<file path="config.mk">
export PLATFORM = sky130hd
export DESIGN_NAME = seg_scan_ctrl
export DESIGN_NICKNAME = d
export VERILOG_FILES = /design/src/rtl/seg_pkg.sv /design/src/rtl/seg_tick_gen.sv /design/src/rtl/seg_scan_ctrl.sv
export SDC_FILE = /design/constraint.sdc
export NUM_CORES = 1
export LEC_CHECK = 0
export ABC_AREA = 1
export BUFFER_PORTS_ARGS = -buffer_cell sky130_fd_sc_hd__buf_4
export CAP_MARGIN = 20
export CORE_AREA = 2 2 95 97
export CTS_CLUSTER_SIZE = 10
export DETAILED_ROUTE_END_ITERATION = 12
export DIE_AREA = 0 0 97 99
export PLACE_DENSITY = 0.74
export SYNTH_ARGS = -nofsm -noshare
export SYNTH_HDL_FRONTEND = slang
export SYNTH_SLANG_ARGS = --single-unit
</file>
<file path="constraint.sdc">
create_clock -name clk -period 2.96 [get_ports clk]
set_input_delay 0.296 -clock clk [delete_from_list [all_inputs] [get_ports clk]]
set_output_delay 0.296 -clock clk [all_outputs]
set_load 0.1 [all_outputs]
</file>
<file path="src/rtl/seg_pkg.sv">
// ---------------------------------------------------------------------------
// seg_pkg
// Shared constants and types for the 4-digit seven-segment scan controller.
//   CODE_W     : width of one display code
//   NDIG       : number of multiplexed digits
//   CODE_BLANK : code the cathode decoder renders as all segments off
//   CODE_DASH  : code the cathode decoder renders as a centre dash
//   scan_state_e : scan FSM encoding (guard gap / anode drive)
// ---------------------------------------------------------------------------
package seg_pkg;

  localparam int CODE_W = 5;
  localparam int NDIG   = 4;

  localparam logic [CODE_W-1:0] CODE_BLANK = 5'd16;
  localparam logic [CODE_W-1:0] CODE_DASH  = 5'd17;

  typedef enum logic {
    S_GUARD = 1'b0,
    S_DRIVE = 1'b1
  } scan_state_e;

  // Codes beyond the last defined glyph are shown as blank rather than
  // passing an undefined value to the cathode decoder.
  function automatic logic [CODE_W-1:0] clamp_code(input logic [CODE_W-1:0] code);
    if (code > CODE_DASH) begin
      clamp_code = CODE_BLANK;
    end else begin
      clamp_code = code;
    end
  endfunction

  // Extract the code of digit idx from a packed four-digit vector.
  function automatic logic [CODE_W-1:0] pick_digit(input logic [NDIG*CODE_W-1:0] vec,
                                                   input logic [1:0]             idx);
    pick_digit = vec[idx*CODE_W +: CODE_W];
  endfunction

endpackage

</file>
<file path="src/rtl/seg_tick_gen.sv">
// ---------------------------------------------------------------------------
// seg_tick_gen
// Free-running modulo-N counter; o_tick is high for one cycle out of every N,
// on the cycle where the count sits at N-1.
//   clk    : clock, rising edge
//   rst_n  : asynchronous active-low reset (count cleared to 0)
//   o_tick : terminal-count pulse
// ---------------------------------------------------------------------------
module seg_tick_gen #(
  parameter int N = 2
) (
  input  logic clk,
  input  logic rst_n,
  output logic o_tick
);

  localparam int              CNT_W = (N > 1) ? $clog2(N) : 1;
  localparam logic [CNT_W-1:0] LAST = CNT_W'(N - 1);

  logic [CNT_W-1:0] r_cnt;
  logic             w_last;

  assign w_last = (r_cnt == LAST);

  // Modulo-N count, restarting from zero after the terminal value.
  always_ff @(posedge clk or negedge rst_n) begin
    if (!rst_n) begin
      r_cnt <= '0;
    end else if (w_last) begin
      r_cnt <= '0;
    end else begin
      r_cnt <= r_cnt + CNT_W'(1);
    end
  end

  assign o_tick = w_last;

endmodule

</file>
<file path="src/rtl/seg_scan_ctrl.sv">
// ---------------------------------------------------------------------------
// seg_scan_ctrl
// Time-multiplexed anode scanner for a 4-digit seven-segment display.
// Each digit gets GUARD all-off cycles followed by SCAN_DIV driven cycles.
// Digit codes are double-buffered so that a frame never mixes old and new
// digits, and per-digit blank / blink masks are applied as the digit starts.
//   clk          : clock, rising edge
//   rst_n        : asynchronous active-low reset
//   digits_i     : four 5-bit codes, [4:0]=digit0 (rightmost) .. [19:15]=digit3
//   load_i       : one-cycle strobe capturing digits_i into the pending buffer
//   blank_mask_i : bit i forces digit i blank
//   blink_mask_i : bit i forces digit i blank during the blink-on phase
//   an_o         : active-low anode enables, bit i drives digit i
//   code_o       : code of the driven digit to the cathode decoder
//   frame_done_o : one-cycle pulse on the last drive cycle of digit 3
// All outputs come straight from flops.
// ---------------------------------------------------------------------------
module seg_scan_ctrl
  import seg_pkg::*;
#(
  parameter int SCAN_DIV  = 100000,
  parameter int GUARD     = 16,
  parameter int BLINK_DIV = 25000000
) (
  input  logic                     clk,
  input  logic                     rst_n,
  input  logic [NDIG*CODE_W-1:0]   digits_i,
  input  logic                     load_i,
  input  logic [NDIG-1:0]          blank_mask_i,
  input  logic [NDIG-1:0]          blink_mask_i,
  output logic [NDIG-1:0]          an_o,
  output logic [CODE_W-1:0]        code_o,
  output logic                     frame_done_o
);

  // One counter serves both phases, so it must hold the larger terminal count.
  localparam int CNT_MAX = (SCAN_DIV > GUARD) ? SCAN_DIV : GUARD;
  localparam int CNT_W   = $clog2(CNT_MAX);

  localparam logic [CNT_W-1:0] GUARD_LAST = CNT_W'(GUARD - 1);
  localparam logic [CNT_W-1:0] DRIVE_LAST = CNT_W'(SCAN_DIV - 1);
  localparam logic [CNT_W-1:0] DRIVE_PRE  = CNT_W'(SCAN_DIV - 2);

  localparam logic [NDIG*CODE_W-1:0] ALL_BLANK = {NDIG{CODE_BLANK}};

  // Scan FSM state
  scan_state_e        r_state;
  logic [1:0]         r_idx;
  logic [CNT_W-1:0]   r_cnt;
  scan_state_e        w_state_nxt;
  logic [1:0]         w_idx_nxt;
  logic [CNT_W-1:0]   w_cnt_nxt;

  // Registered outputs and their next values
  logic [NDIG-1:0]    r_an;
  logic [CODE_W-1:0]  r_code;
  logic               r_frame_done;
  logic [NDIG-1:0]    w_an_nxt;
  logic [CODE_W-1:0]  w_code_nxt;
  logic               w_frame_done_nxt;

  // Digit buffers
  logic [NDIG*CODE_W-1:0] r_pending;
  logic [NDIG*CODE_W-1:0] r_active;
  logic [NDIG*CODE_W-1:0] w_pending_nxt;
  logic [NDIG*CODE_W-1:0] w_active_nxt;

  // Blink phase
  logic               r_blink;
  logic               w_blink_tick;

  // Guard entry / frame boundary qualifiers
  logic               w_entry;
  logic               w_boundary;
  logic [CODE_W-1:0]  w_sel;

  seg_tick_gen #(
    .N (BLINK_DIV)
  ) u_blink_tick (
    .clk    (clk),
    .rst_n  (rst_n),
    .o_tick (w_blink_tick)
  );

  // First cycle of a digit's guard gap; with idx 0 it is the frame boundary.
  assign w_entry    = (r_state == S_GUARD) && (r_cnt == '0);
  assign w_boundary = w_entry && (r_idx == 2'd0);

  // Scan FSM next state, plus next anode pattern and frame pulse so both can
  // be registered in step with the state they describe.
  always_comb begin
    w_state_nxt      = r_state;
    w_idx_nxt        = r_idx;
    w_cnt_nxt        = r_cnt + CNT_W'(1);
    w_an_nxt         = 4'b1111;
    w_frame_done_nxt = 1'b0;

    case (r_state)
      S_GUARD: begin
        if (r_cnt == GUARD_LAST) begin
          w_state_nxt = S_DRIVE;
          w_cnt_nxt   = '0;
        end else begin
          w_state_nxt = S_GUARD;
        end
      end
      S_DRIVE: begin
        if (r_cnt == DRIVE_LAST) begin
          w_state_nxt = S_GUARD;
          w_cnt_nxt   = '0;
          if (r_idx == 2'd3) begin
            w_idx_nxt = 2'd0;
          end else begin
            w_idx_nxt = r_idx + 2'd1;
          end
        end else begin
          w_state_nxt = S_DRIVE;
        end
        // The next cycle is the last drive cycle of digit 3.
        if ((r_idx == 2'd3) && (r_cnt == DRIVE_PRE)) begin
          w_frame_done_nxt = 1'b1;
        end else begin
          w_frame_done_nxt = 1'b0;
        end
      end
      default: begin
        w_state_nxt = S_GUARD;
        w_idx_nxt   = 2'd0;
        w_cnt_nxt   = '0;
      end
    endcase

    if (w_state_nxt == S_DRIVE) begin
      w_an_nxt = ~(4'b0001 << w_idx_nxt);
    end else begin
      w_an_nxt = 4'b1111;
    end
  end

  // Pending follows every load; active swaps only at the frame boundary,
  // taking a same-cycle load directly so it is not a frame late.
  always_comb begin
    w_pending_nxt = r_pending;
    w_active_nxt  = r_active;
    if (load_i) begin
      w_pending_nxt = digits_i;
    end else begin
      w_pending_nxt = r_pending;
    end
    if (w_boundary) begin
      w_active_nxt = w_pending_nxt;
    end else begin
      w_active_nxt = r_active;
    end
  end

  // Digit code, resolved once at guard entry and then held for the digit.
  always_comb begin
    w_sel      = pick_digit(w_active_nxt, r_idx);
    w_code_nxt = r_code;
    if (!w_entry) begin
      w_code_nxt = r_code;
    end else if (blank_mask_i[r_idx] || (blink_mask_i[r_idx] && r_blink)) begin
      w_code_nxt = CODE_BLANK;
    end else begin
      w_code_nxt = clamp_code(w_sel);
    end
  end

  // Scan FSM state register.
  always_ff @(posedge clk or negedge rst_n) begin
    if (!rst_n) begin
      r_state <= S_GUARD;
      r_idx   <= 2'd0;
      r_cnt   <= '0;
    end else begin
      r_state <= w_state_nxt;
      r_idx   <= w_idx_nxt;
      r_cnt   <= w_cnt_nxt;
    end
  end

  // Pending and active digit buffers.
  always_ff @(posedge clk or negedge rst_n) begin
    if (!rst_n) begin
      r_pending <= ALL_BLANK;
      r_active  <= ALL_BLANK;
    end else begin
      r_pending <= w_pending_nxt;
      r_active  <= w_active_nxt;
    end
  end

  // Output registers.
  always_ff @(posedge clk or negedge rst_n) begin
    if (!rst_n) begin
      r_an         <= 4'b1111;
      r_code       <= CODE_BLANK;
      r_frame_done <= 1'b0;
    end else begin
      r_an         <= w_an_nxt;
      r_code       <= w_code_nxt;
      r_frame_done <= w_frame_done_nxt;
    end
  end

  // Free-running blink phase, independent of the scan.
  always_ff @(posedge clk or negedge rst_n) begin
    if (!rst_n) begin
      r_blink <= 1'b0;
    end else if (w_blink_tick) begin
      r_blink <= ~r_blink;
    end else begin
      r_blink <= r_blink;
    end
  end

  assign an_o         = r_an;
  assign code_o       = r_code;
  assign frame_done_o = r_frame_done;

endmodule

</file>
==> Yosys cells after proc, flatten, opt, wreduce, memory -nomap -nowiden <==
Cells that the tools add are included.
{ "word_totals": {"regBits": 96, "latch_bits": 0, "ramBits": 0, "romBits": 0, "in_bits": 31, "out_inout_bits": 10, "elab_cells": 54, "n_memories": 0} }
{ "op_classes": {"add_sub_neg": 3, "n_mul": 1, "n_div": 0, "magnitude_cmp": 2, "n_eq_ne": 5, "n_shift": 2, "n_mux": 21, "bitwise_logic": 3, "reduce_logical": 7} }
{ "ops": {"columns": ["cell", "count"], "rows": [
  ["$mux W20", 2],
  ["$eq A17 B17 Y1 const B", 2],
  ["$mux W17", 2],
  ["$pmux W17 S2", 1],
  ["$add A25 B1 Y25 const B", 1],
  ["$eq A25 B25 Y1 const B", 1],
  ["$mux W25", 1],
  ["$shiftx A20 B6 Y5", 1],
  ["$add A17 B1 Y17 const B", 1],
  ["$eq A17 B4 Y1 const B", 1],
  ["$logic_not A17 Y1", 1],
  ["$mux W5", 2],
  ["$mux W1", 6],
  ["$mux W2", 3],
  ["$gt A5 B5 Y1 const B", 1],
  ["$mul A2 B3 Y5 const B", 1],
  ["$bmux W1 S2", 2],
  ["$logic_and A1 B1 Y1", 4],
  ["$mux W4", 1],
  ["$not A4 Y4", 1],
  ["$shl A1 B2 Y4 const A", 1],
  ["$lt A2 B3 Y1 const B", 1],
  ["$add A2 B1 Y2 const B", 1],
  ["$eq A2 B2 Y1 const B", 1],
  ["4 further kinds", 5]
]} }

==> Depth between registers and ports, before layout <==
{ "depth": {"ltp_word": 8, "ltp_mapped": 15, "mapped_depth_nobuf": 15} }

==> Hierarchy <==
Synthesis repeated with hierarchy kept, for this count alone.
{ "hier_totals": {"hier_cells": 633, "area_unflattened_um2": 5014.8} }
{ "modules_own_cells": {"columns": ["mod", "n_inst", "cells_each", "area_each_um2", "seq_area_each_um2"], "rows": [
  ["seg_scan_ctrl", 1, 419, 3435.8, 1793.0],
  ["seg_tick_gen", 1, 214, 1579.0, 625.6]
]} }

==> Least setup slack after synthesis <==
OpenSTA, ideal clock, no wires.
{ "synth_path": {"kind": "register to register", "startpoint": "register r_idx[0]", "endpoint": "register r_code[0] (netlist: code_o[0])", "setup_ps": 120, "arrival_time_ps": 2004, "t_required_ps": 2840, "setup_slack_ps": 836, "stages_incl_launch_ff": 14, "n_path_buf": 2, "synth_period_minus_slack_ps": 2124, "path_cell_list": "dfrtp_1 inv_1 clkbuf_1 ha_1 clkbuf_1 a21oi_1 nor2_1 nand2_1 nand2_1 nand2_1 nand2_1 nand2_1 nand2_1 nand2_1"} }
{ "synth_via": {"elab_chain_len": 7, "word_cells_on_any_way": 14, "cone_classes": "mul: 1; order compare: 1; shift: 1; mux: 7; reduce/logical: 4"} }
{ "synth_rtl": {"columns": ["element", "line_no", "text"], "rows": [
  ["from (decl)", "seg_scan_ctrl.sv:48", "logic [1:0] r_idx;"],
  ["from (signal assigned)", "seg_scan_ctrl.sv:178", "r_idx <= w_idx_nxt;"],
  ["$logic_not A2 Y1 *", "seg_scan_ctrl.sv:87", "assign w_boundary = w_entry && (r_idx == 2'd0);"],
  ["$logic_and A1 B1 Y1 *", "seg_scan_ctrl.sv:87", null],
  ["$mux W20 *", "seg_scan_ctrl.sv:150", "if (w_boundary) begin"],
  ["net w_active_nxt[4]", "seg_scan_ctrl.sv:66", "logic [NDIG*CODE_W-1:0] w_active_nxt;"],
  ["$shiftx A20 B6 Y5 *", "seg_pkg.sv:36", "pick_digit = vec[idx*CODE_W +: CODE_W];"],
  ["$gt A5 B5 Y1", "seg_pkg.sv:26", "if (code > CODE_DASH) begin"],
  ["$mux W5 *", "seg_pkg.sv:26", null],
  ["$mux W5 *", "seg_scan_ctrl.sv:163", "end else if (blank_mask_i[r_idx] || (blink_mask_i[r_idx] && r_blink)) begin"],
  ["to (signal assigned)", "seg_scan_ctrl.sv:202", "r_code <= w_code_nxt;"],
  ["to (decl)", "seg_scan_ctrl.sv:56", "logic [CODE_W-1:0] r_code;"]
]} }
The timed path passes the listed nets; every way through them passes the cells marked *. The select of a mux whose other input is x is not followed.
A chain may end at the register's enable or synchronous reset.

==> Final worst setup path <==
{ "layout_path": {"startpoint": "register r_idx[0]", "endpoint": "register r_code[2] (netlist: code_o[2])"} }
{ "layout_via": {"elab_chain_len": 7, "word_cells_on_any_way": 14, "cone_classes": "mul: 1; order compare: 1; shift: 1; mux: 7; reduce/logical: 4"} }
{ "layout_rtl": {"columns": ["element", "line_no"], "rows": [
  ["branches (longest 6 deep; another with $mul A2 B3 Y5)", null],
  ["$mux W5 *", "seg_scan_ctrl.sv:163"]
]} }
Every way passes the cells marked *. The select of a mux whose other input is x is not followed.

==> results.ini <==
[flow_run]
drv_cap = 0

[worst_setup_path]
cpPeakStageDelay_ps = 590
critical_path.endpoint_type = flop
r2r_start = r_idx[0]
cp_slowest_cell = dfrtp_1
critical_path_arrival_ps = 2660
worst_path_most_repeated_cell = nand2_1
cp_cell_sequence = inv_1 -> buf_4 -> ha_1 -> nand4_2 -> nand2_1 -> nand3_1 -> nand3_1 -> nand2_1 -> nand3_1 -> nand2_1 -> nand2_1 -> nand2_1
r2r_slack_ps = 560
crit_buf_inv = 2
startpoint_type = flop
timing.rr.end = code_o[2]
critPathMaxFanout = 17
ff2ff_path_depth = 12
critPathTopFamily = simple AND/OR/NAND/NOR gates
cp.required_ps = 3220
path_class = flop to flop

[worst_hold_path]
min_path_type = input pin to flop
hold_depth = 3
min_to = r_pending[19]
holdCritStartpoint = digits_i[19]

[final_layout]
fin_nets = 699
final_cell_mix = inv_1 (116), nand2_1 (105), dfrtp_1 (83)
syn_to_final_growth_pct = 13.2
drive_gt1_frac = 0.153
nFillCells = 699
n_antenna_cell = 0
final_common_cell = inv_1

[place]
port_buffers = 40
place_congestion = 0.913
hpwl_um = 7340

[pwr]
vdd_ir_drop_max_mv = 0.230
p_leak_nw = 2.88
p_total_mw = 2.65
power_density_nw_per_um2 = 468

[timing]
max_freq_mhz = 417
hold_viol = 0
skew_ps = 11.7
setup_tns_ps = 0
rsz0062_at_grt = false
fin_crit_sh = 0.811
tightestPinTransition_ps = 579
slew_violations = 0
setup_violations = 0
slew-limit-headroom = 0.614
period_minus_slack_ps = 2400

[synth]
syn_nets = 658
synth_area_per_cell_um2 = 8.05
ys.flop_type = dfrtp_1
yosysUniqueCellTypes = 44
yosysSeqAreaShare = 0.484
postSynthCellCount = 621
synth_edf_count = 0
syn-cell-area_um2 = 5000
ys_seq_elements = 96
synth_top_area_frac = 0.416
ys_warn_count = 0
synth-async-reset-ratio = 1.00
synth_area_leader_cell = dfrtp_1
synth_area_leaders = dfrtp_1 (42%), inv_1 (8.7%), nand2_1 (7.9%)

[floorplan]
die-area_um2 = 9600
design.core.area_um2 = 8550
start_util = 0.584
ioPinCount = 41
die_height_um = 99
rows = 34
die_w_um = 97

[detailed_routing]
routedWlPerCell_um = 13.1
vias = 4123
avgViaCountPerCell = 5.32
drc = 0
firstDrtPassIters = 5
drt_iter0_markers = 205
drtAntennaViolNets = 0
drt_wl_total_um = 10200

[clocking]
clock_path_buffers = 2
tritoncts = yes
cts.clk_slew.worst_paths_ps = 100
root_buffer = clkbuf_8
clkLatencyLatePin_ps = 360
cts_made_buffers = 9
cts_sinks = 96
htreeDepth = 3

[global_routing]
grtUsageTotal = 0.224
antenna_found_initial = 0
grt_max_degree = 53
grt_pass1_vias = 3971
grt_pass1_wl_um = 17700
grt-ovfl-total = 0

[outcome]
status = completed

[power breakdown]
| part | internal (mW) | switching (mW) | leakage, nW |
|---|---|---|---|
| logic | 0.0744 | 0.134 | 1.57 |
| clock network | 0.589 | 0.467 | 0.123 |
| registers | 1.37 | 0.0140 | 1.18 |
[area by class of cell]
type,instances,area [um^2],area share
Inverter,120,450,0.0796
Tap cell,108,135,0.0239
Multi-Input combinational cell,391,2050,0.363
Timing Repair Buffer,44,345,0.0611
Clock inverter,6,115,0.0204
Clock buffer,10,138,0.0243
Sequential cell,96,2420,0.428
[state kept, by name, summed over array words and instances (netlist names)]
name and count:
an_o 4, r_pending 20, r_cnt 17, r_blink 1, r_idx 2, frame_done_o 1
r_active 20, u_blink_tick.r_cnt 25, r_state 1, code_o 5
[cell families after synthesis]
group / Yosys count / synth area share
and+or+nand+nor: 305 / 0.295
buffers and inverters: 134 / 0.105
muxes: 4 / 0.00801
DFF: 96 / 0.484
xor gates and xnor gates: 13 / 0.0228
adders and majority gates: 6 / 0.0150
AOI/OAI and AO/OA: 63 / 0.0706
[per-layer routing]
metal / GRT usage / routed length, um / up-vias
met3: 0.0340 / 549 / 18
met4: 0.0943 / 209 / 0
met5: 0 / 0 / -
met2: 0.356 / 4710 / 145
met1: 0.311 / 4690 / 1920
li1: - / - / 2040
[cells in the mapped netlist (2+ instances only)]
cell      count
inv_1       116
nand2_1     105
dfrtp_1      83
nor2_1       70
nand3_1      59
o21ai_0      32
a21oi_1      17
and2_1       16
nor3_1       16
dfstp_2      13
xor2_1       10
clkbuf_1      7
nand4_1       7
ha_1          6
nor2_2        5
nor4_1        5
buf_2         4
mux2i_1       4
nand2_2       4
nand4_2       4
nand3_2       3
nor3_2        3
o211ai_1      3
xnor2_1       3
a31oi_1       2
buf_6         2
clkinv_1      2
inv_2         2
nor3_4        2
o21a_1        2
[timing repair]
action | in CTS | in global routing
buffers inserted | 0 | 0
endpoints found under the hold margin | 34 | 0
gates resized for setup | 0 | 0
hold buffers | 1 | 0
[per-stage QoR]
stage	worst slack [ps]	cell area, um^2	hold WS [ps]	utilization	instances
2_1_floorplan	836	5000	0.409	-	621
3_3_place_gp	750	5390	340	0.631	758
3_5_place_dp	632	5390	342	0.631	758
4_1_cts	607	5660	161	0.661	775
5_1_grt	358	5660	183	0.661	775
6_report	560	5660	168	0.661	775
[worst min-delay path: cells and delay by family]
family / cells / cell delay [ps]
muxes: 1 / 50
buffers and inverters: 2 / 140
[worst max-delay path by stage]
stage              from         to  slack, ps  cells past startpoint
4_1_cts        r_idx[0]  code_o[2]        610                     12
5_1_grt        r_idx[0]  code_o[3]        360                     11
3_3_place_gp   r_idx[0]  code_o[3]        750                     11
2_1_floorplan  r_idx[0]  code_o[0]        840                     13
3_5_place_dp   r_idx[0]  code_o[2]        630                     12
6_report       r_idx[0]  code_o[2]        560                     12
Note: power is estimated with default switching activity, not from simulation.
